### config.mk
export PLATFORM = sky130hd
export DESIGN_NAME = uart_rx
export DESIGN_NICKNAME = d
export VERILOG_FILES = /design/src/rtl/uart_rx.sv
export SDC_FILE = /design/constraint.sdc
export NUM_CORES = 1
export LEC_CHECK = 0
export ABC_CLOCK_PERIOD_IN_PS = 2400
export CAP_MARGIN = 20
export CORE_ASPECT_RATIO = 1.5
export CORE_MARGIN = 2
export CORE_UTILIZATION = 32
export CTS_CLUSTER_DIAMETER = 80
export DETAILED_ROUTE_END_ITERATION = 12
export PLACE_DENSITY = 0.48
export SYNTH_ARGS = -nofsm -noshare
export SYNTH_HDL_FRONTEND = slang
export SYNTH_SLANG_ARGS = --single-unit
export TNS_END_PERCENT = 30
### constraint.sdc
create_clock -name i_Clock -period 2.4 [get_ports i_Clock]
set_input_delay 0.48 -clock i_Clock [delete_from_list [all_inputs] [get_ports i_Clock]]
set_output_delay 0.48 -clock i_Clock [all_outputs]
set_load 0.01 [all_outputs]
### src/rtl/uart_rx.sv
// 8N1 serial receiver: two-flop input synchronizer, mid-bit sampling, one-cycle
// strobes for good bytes and framing errors. All outputs are registered.
//
// state            | meaning
// s_IDLE           | line idle, waiting for a low level on rx
// s_RX_START_BIT   | counting to mid start bit, rejecting glitches
// s_RX_DATA_BITS   | sampling 8 data bits, LSB first, one per bit period
// s_RX_STOP_BIT    | sampling the stop bit; good byte or framing error
// s_CLEANUP        | one cycle after a good byte while o_Rx_DV is high
// s_WAIT_IDLE      | after a framing error, wait for the line to return high
module uart_rx #(
    parameter int CLKS_PER_BIT = 87
) (
    input  logic       i_Clock,
    input  logic       i_Rst_n,
    input  logic       i_Rx_Serial,
    output logic       o_Rx_DV,
    output logic [7:0] o_Rx_Byte,
    output logic       o_Rx_Frame_Err,
    output logic       o_Rx_Active
);

    localparam logic [6:0] HALF_BIT = 7'((CLKS_PER_BIT - 1) / 2);
    localparam logic [6:0] LAST_CLK = 7'(CLKS_PER_BIT - 1);

    typedef enum logic [2:0] {
        s_IDLE         = 3'd0,
        s_RX_START_BIT = 3'd1,
        s_RX_DATA_BITS = 3'd2,
        s_RX_STOP_BIT  = 3'd3,
        s_CLEANUP      = 3'd4,
        s_WAIT_IDLE    = 3'd5
    } state_t;

    state_t     state;
    logic       rx_meta;
    logic       rx;
    logic [6:0] clk_count;
    logic [2:0] bit_index;
    logic [7:0] rx_shift;

    always_ff @(posedge i_Clock or negedge i_Rst_n) begin
        if (!i_Rst_n) begin
            rx_meta <= 1'b1;
            rx      <= 1'b1;
        end else begin
            rx_meta <= i_Rx_Serial;
            rx      <= rx_meta;
        end
    end

    always_ff @(posedge i_Clock or negedge i_Rst_n) begin
        if (!i_Rst_n) begin
            state          <= s_IDLE;
            clk_count      <= 7'd0;
            bit_index      <= 3'd0;
            rx_shift       <= 8'h00;
            o_Rx_DV        <= 1'b0;
            o_Rx_Byte      <= 8'h00;
            o_Rx_Frame_Err <= 1'b0;
            o_Rx_Active    <= 1'b0;
        end else begin
            // Strobes default low so each lasts exactly one cycle.
            o_Rx_DV        <= 1'b0;
            o_Rx_Frame_Err <= 1'b0;
            case (state)
                s_IDLE: begin
                    clk_count <= 7'd0;
                    bit_index <= 3'd0;
                    if (!rx) begin
                        state       <= s_RX_START_BIT;
                        o_Rx_Active <= 1'b1;
                    end
                end

                s_RX_START_BIT: begin
                    if (clk_count == HALF_BIT) begin
                        clk_count <= 7'd0;
                        if (!rx) begin
                            state <= s_RX_DATA_BITS;
                        end else begin
                            state       <= s_IDLE;
                            o_Rx_Active <= 1'b0;
                        end
                    end else begin
                        clk_count <= clk_count + 7'd1;
                    end
                end

                s_RX_DATA_BITS: begin
                    if (clk_count == LAST_CLK) begin
                        clk_count           <= 7'd0;
                        rx_shift[bit_index] <= rx;
                        if (bit_index == 3'd7) begin
                            bit_index <= 3'd0;
                            state     <= s_RX_STOP_BIT;
                        end else begin
                            bit_index <= bit_index + 3'd1;
                        end
                    end else begin
                        clk_count <= clk_count + 7'd1;
                    end
                end

                s_RX_STOP_BIT: begin
                    if (clk_count == LAST_CLK) begin
                        clk_count   <= 7'd0;
                        o_Rx_Active <= 1'b0;
                        if (rx) begin
                            o_Rx_Byte <= rx_shift;
                            o_Rx_DV   <= 1'b1;
                            state     <= s_CLEANUP;
                        end else begin
                            o_Rx_Frame_Err <= 1'b1;
                            state          <= s_WAIT_IDLE;
                        end
                    end else begin
                        clk_count <= clk_count + 7'd1;
                    end
                end

                s_CLEANUP: begin
                    state <= s_IDLE;
                end

                // A held-low break stays here so it yields only one error pulse.
                s_WAIT_IDLE: begin
                    if (rx) begin
                        state <= s_IDLE;
                    end
                end

                default: begin
                    state       <= s_IDLE;
                    clk_count   <= 7'd0;
                    bit_index   <= 3'd0;
                    o_Rx_Active <= 1'b0;
                end
            endcase
        end
    end

endmodule

==> flow_summary.toml <==
[placement]
dpl_cell_area_sq_um = 1948
place_hpwl_um = 2520
gp_congestion = 0.8595
io_buffers = 13

[sta]
worst_slew_pin_slew_ps = 435.0
report.final.slew_viol_count = 0
slew_headroom_pct = 71.00
min_period_over_period_pct = 76.46
rsz0062_at_grt = "no"
min_period_ps = 1835
hold_violations = 0
setup_viol_count_final = 0
skew_ps = 5.995
setup_tns_ps = 0
fmax_mhz = 545.0

[global_routing]
grt_max_degree = 35
grt_use_total_pct = 12.89
grt_pass1_vias = 1291
grt_pass1_wl_um = 6078
antenna_found_initial = 0
grt.overflow.total = 0

[clocking]
cts_setup_buffers = 0
clk_latency_ps = 280
cts.sinks = 34
htree_levels = 2
cts_resized = 0
cts_made_buffers = 5
clk_pin_slew_ps = 70
ctsHoldBuffers = 0
root_buffer = "clkbuf_8"
cts_tree = "built"
cts.path.max_buffers = 2

[synthesis]
synth_edf_count = 0
synth_top_area_share_pct = 45.36
ys_async_sr_fraction_pct = 100.0
ys_ff_latch = 34
synth_warnings = 0
netlist-cell-type-count = 42
syn_nets = 165
ys.flop_type = "dfrtp_1"
synthTopCellsByArea = "dfrtp_1 (45%), mux2_4 (6.8%), mux2_2 (5.1%)"
syn_avg_cell_area_sq_um = 11.17
synth_cells = 158
ys_seq_area_share_pct = 48.33
yosysTopAreaCell = "dfrtp_1"
synth_area_sq_um = 1765

[power_and_ir_drop]
swShare_pct = 24.39
combPwrFrac_pct = 7.3
pwr-share-seq_pct = 54.4
p_per_area_nw_per_um2 = 551.5
power.leakage_nw = 0.9010
ir_worst_vdd_uv = 348.5
p_int_w = 0.0008505
power.switching_w = 0.0002743
total_power_w = 0.001125
p_clk_share_pct = 38.3

[route]
drtIter0Drc = 64
vias_per_cell = 5.214
wl_per_cell_um = 14.50
drc = 0
antenna_left = 0
vias = 1267
wl_um = 3523
drtPass1Iterations = 4

[layout]
finish.instance_area_sq_um = 2039
area_delta_synth_final_pct = 15.52
drive_above_1_share_pct = 19.65
antenna_cells = 0
nNetsFinal = 179

[die]
core_area_sq_um = 5409
num_rows = 33
start_util_pct = 32.64
dieArea_sq_um = 6139
die-height_um = 94.97
boundaryPins = 14
fp.dieW_um = 64.65

[status]
status = "finished, final reports clean"

[critical_path]
ff2ff_path_depth = 6
cp-start-kind = "flop"
crit_slowest_cell = "dfrtp_1"
path_class = "flop to flop"
worstPathArrival_ps = 2000
cp_data_required_time_ps = 2570
path_cells = "inv_1 > ha_1 > nand4b_4 > nor3_4 > and3_4 > mux2_4"
cp-end-kind = "flop"
crit_path_max_fanout = 8
worst_path_largest_cell_delay_ps = 420

[flow_run]
maxCapViolations = 0

[worst_hold_path]
worstHoldPathCells = 0
hold_class = "flop to flop"
[final timing paths]
path,startpoint,to,slack [ps]
max,clk_count[0],o_Rx_Byte[7],570
min,rx_meta,rx,360
max reg2reg,clk_count[0],o_Rx_Byte[7],570
min reg2reg,rx_meta,rx,360
max in group asynchronous,i_Rst_n,rx_meta,1450
min in group asynchronous,i_Rst_n,o_Rx_Byte[6],610
[metrics by stage]
stage,setup WS [ps],util (%),std cells,hold WS [ps]
after floorplan,511.3,-,158,184.4
after global placement,597.1,36.02,235,347.4
after detailed placement,565.2,36.02,235,349.1
after CTS,554.2,37.71,243,360.5
after global routing,417.8,37.71,243,361.2
final,565.0,37.71,243,356.5
[cell families (layout without fill, tap and decap cells)]
group | Yosys count | after routing | share of synthesized area (%)
DFF | 34 | 34 | 48.33
xor gates and xnor gates | 5 | 5 | 2.480
AOI/OAI and AO/OA | 25 | 25 | 8.859
buffers and inverters | 14 | 29 | 4.324
muxes | 17 | 17 | 12.47
adders and majority gates | 4 | 4 | 2.835
and+or+nand+nor | 59 | 59 | 20.69
[per-layer routing]
metal  wire [um]  track usage (%)  up-vias
li1            -                -      602
met1        1403            14.53      615
met2        1883            22.31       39
met3         140            2.861       11
met4          96            7.270        0
met5           0                0        -
[sequential cells by signal, summed over array words and instances, names as in the netlist]
register / count
clk_count: 7
rx: 1
rx_meta: 1
o_Rx_Frame_Err: 1
state: 3
o_Rx_Active: 1
o_Rx_Byte: 8
o_Rx_DV: 1
bit_index: 3
rx_shift: 8
[worst max-delay path, delay by kind of cell (launching register included)]
family	cells	cell delay, ps
muxes	1	310
DFF	1	420
adders and majority gates	1	230
and+or+nand+nor	3	650
buffers and inverters	1	110
[cell usage in the layout (no fill, tap or decap), types with 3 or more instances in the layout]
cell type,synthesis,final
a21oi_1,4,4
a31oi_1,4,4
buf_4,0,3
clkbuf_8,0,6
clkdlybuf4s50_1,0,13
dfrtp_1,32,32
ha_1,4,4
inv_1,5,5
mux2_2,8,8
mux2_4,8,8
nand2_1,9,9
nand3_1,5,5
nand4b_1,4,4
nor2_1,12,12
nor2b_1,5,5
nor3_1,7,7
o21ai_0,8,8
xnor2_1,4,4
[power groups by stage]
| stage | logic, W | registers [W] | clock network, W |
|---|---|---|---|
| 3_5_place_dp | 0.0000823 | 0.000622 | 0 |
| 3_3_place_gp | 0.0000822 | 0.000622 | 0 |
| 5_1_grt | 0.0000939 | 0.000614 | 0.000477 |
| 4_1_cts | 0.0000834 | 0.000611 | 0.000460 |
| 6_report | 0.0000821 | 0.000611 | 0.000431 |
| 2_1_floorplan | 0.0000595 | 0.000611 | 0 |
[synthesized netlist by cell type (2+ instances only)]
master and count:
nand2_1 9, mux2_4 8, ha_1 4, nor3_1 7, a21oi_1 4, and3_1 2
mux2_2 8, nand3_1 5, nand4_1 2, inv_1 5, nor2_1 12, xnor2_1 4
o22ai_1 2, nand4b_1 4, dfrtp_1 32, a31oi_1 4, a22oi_1 2, nand2b_1 2
dfstp_2 2, clkbuf_1 7, nor2b_1 5, o21ai_0 8
[layout make-up]
class	instances	area, sq um
clock buffers	7	86.33
flip-flops and latches	34	853.3
multi-input cells	110	835.8
inverters	5	18.77
repair buffers	16	152.6
clock inverters	1	5.005
fillers	541	3369
well taps	70	87.58
(Power assumes the default switching activity.)
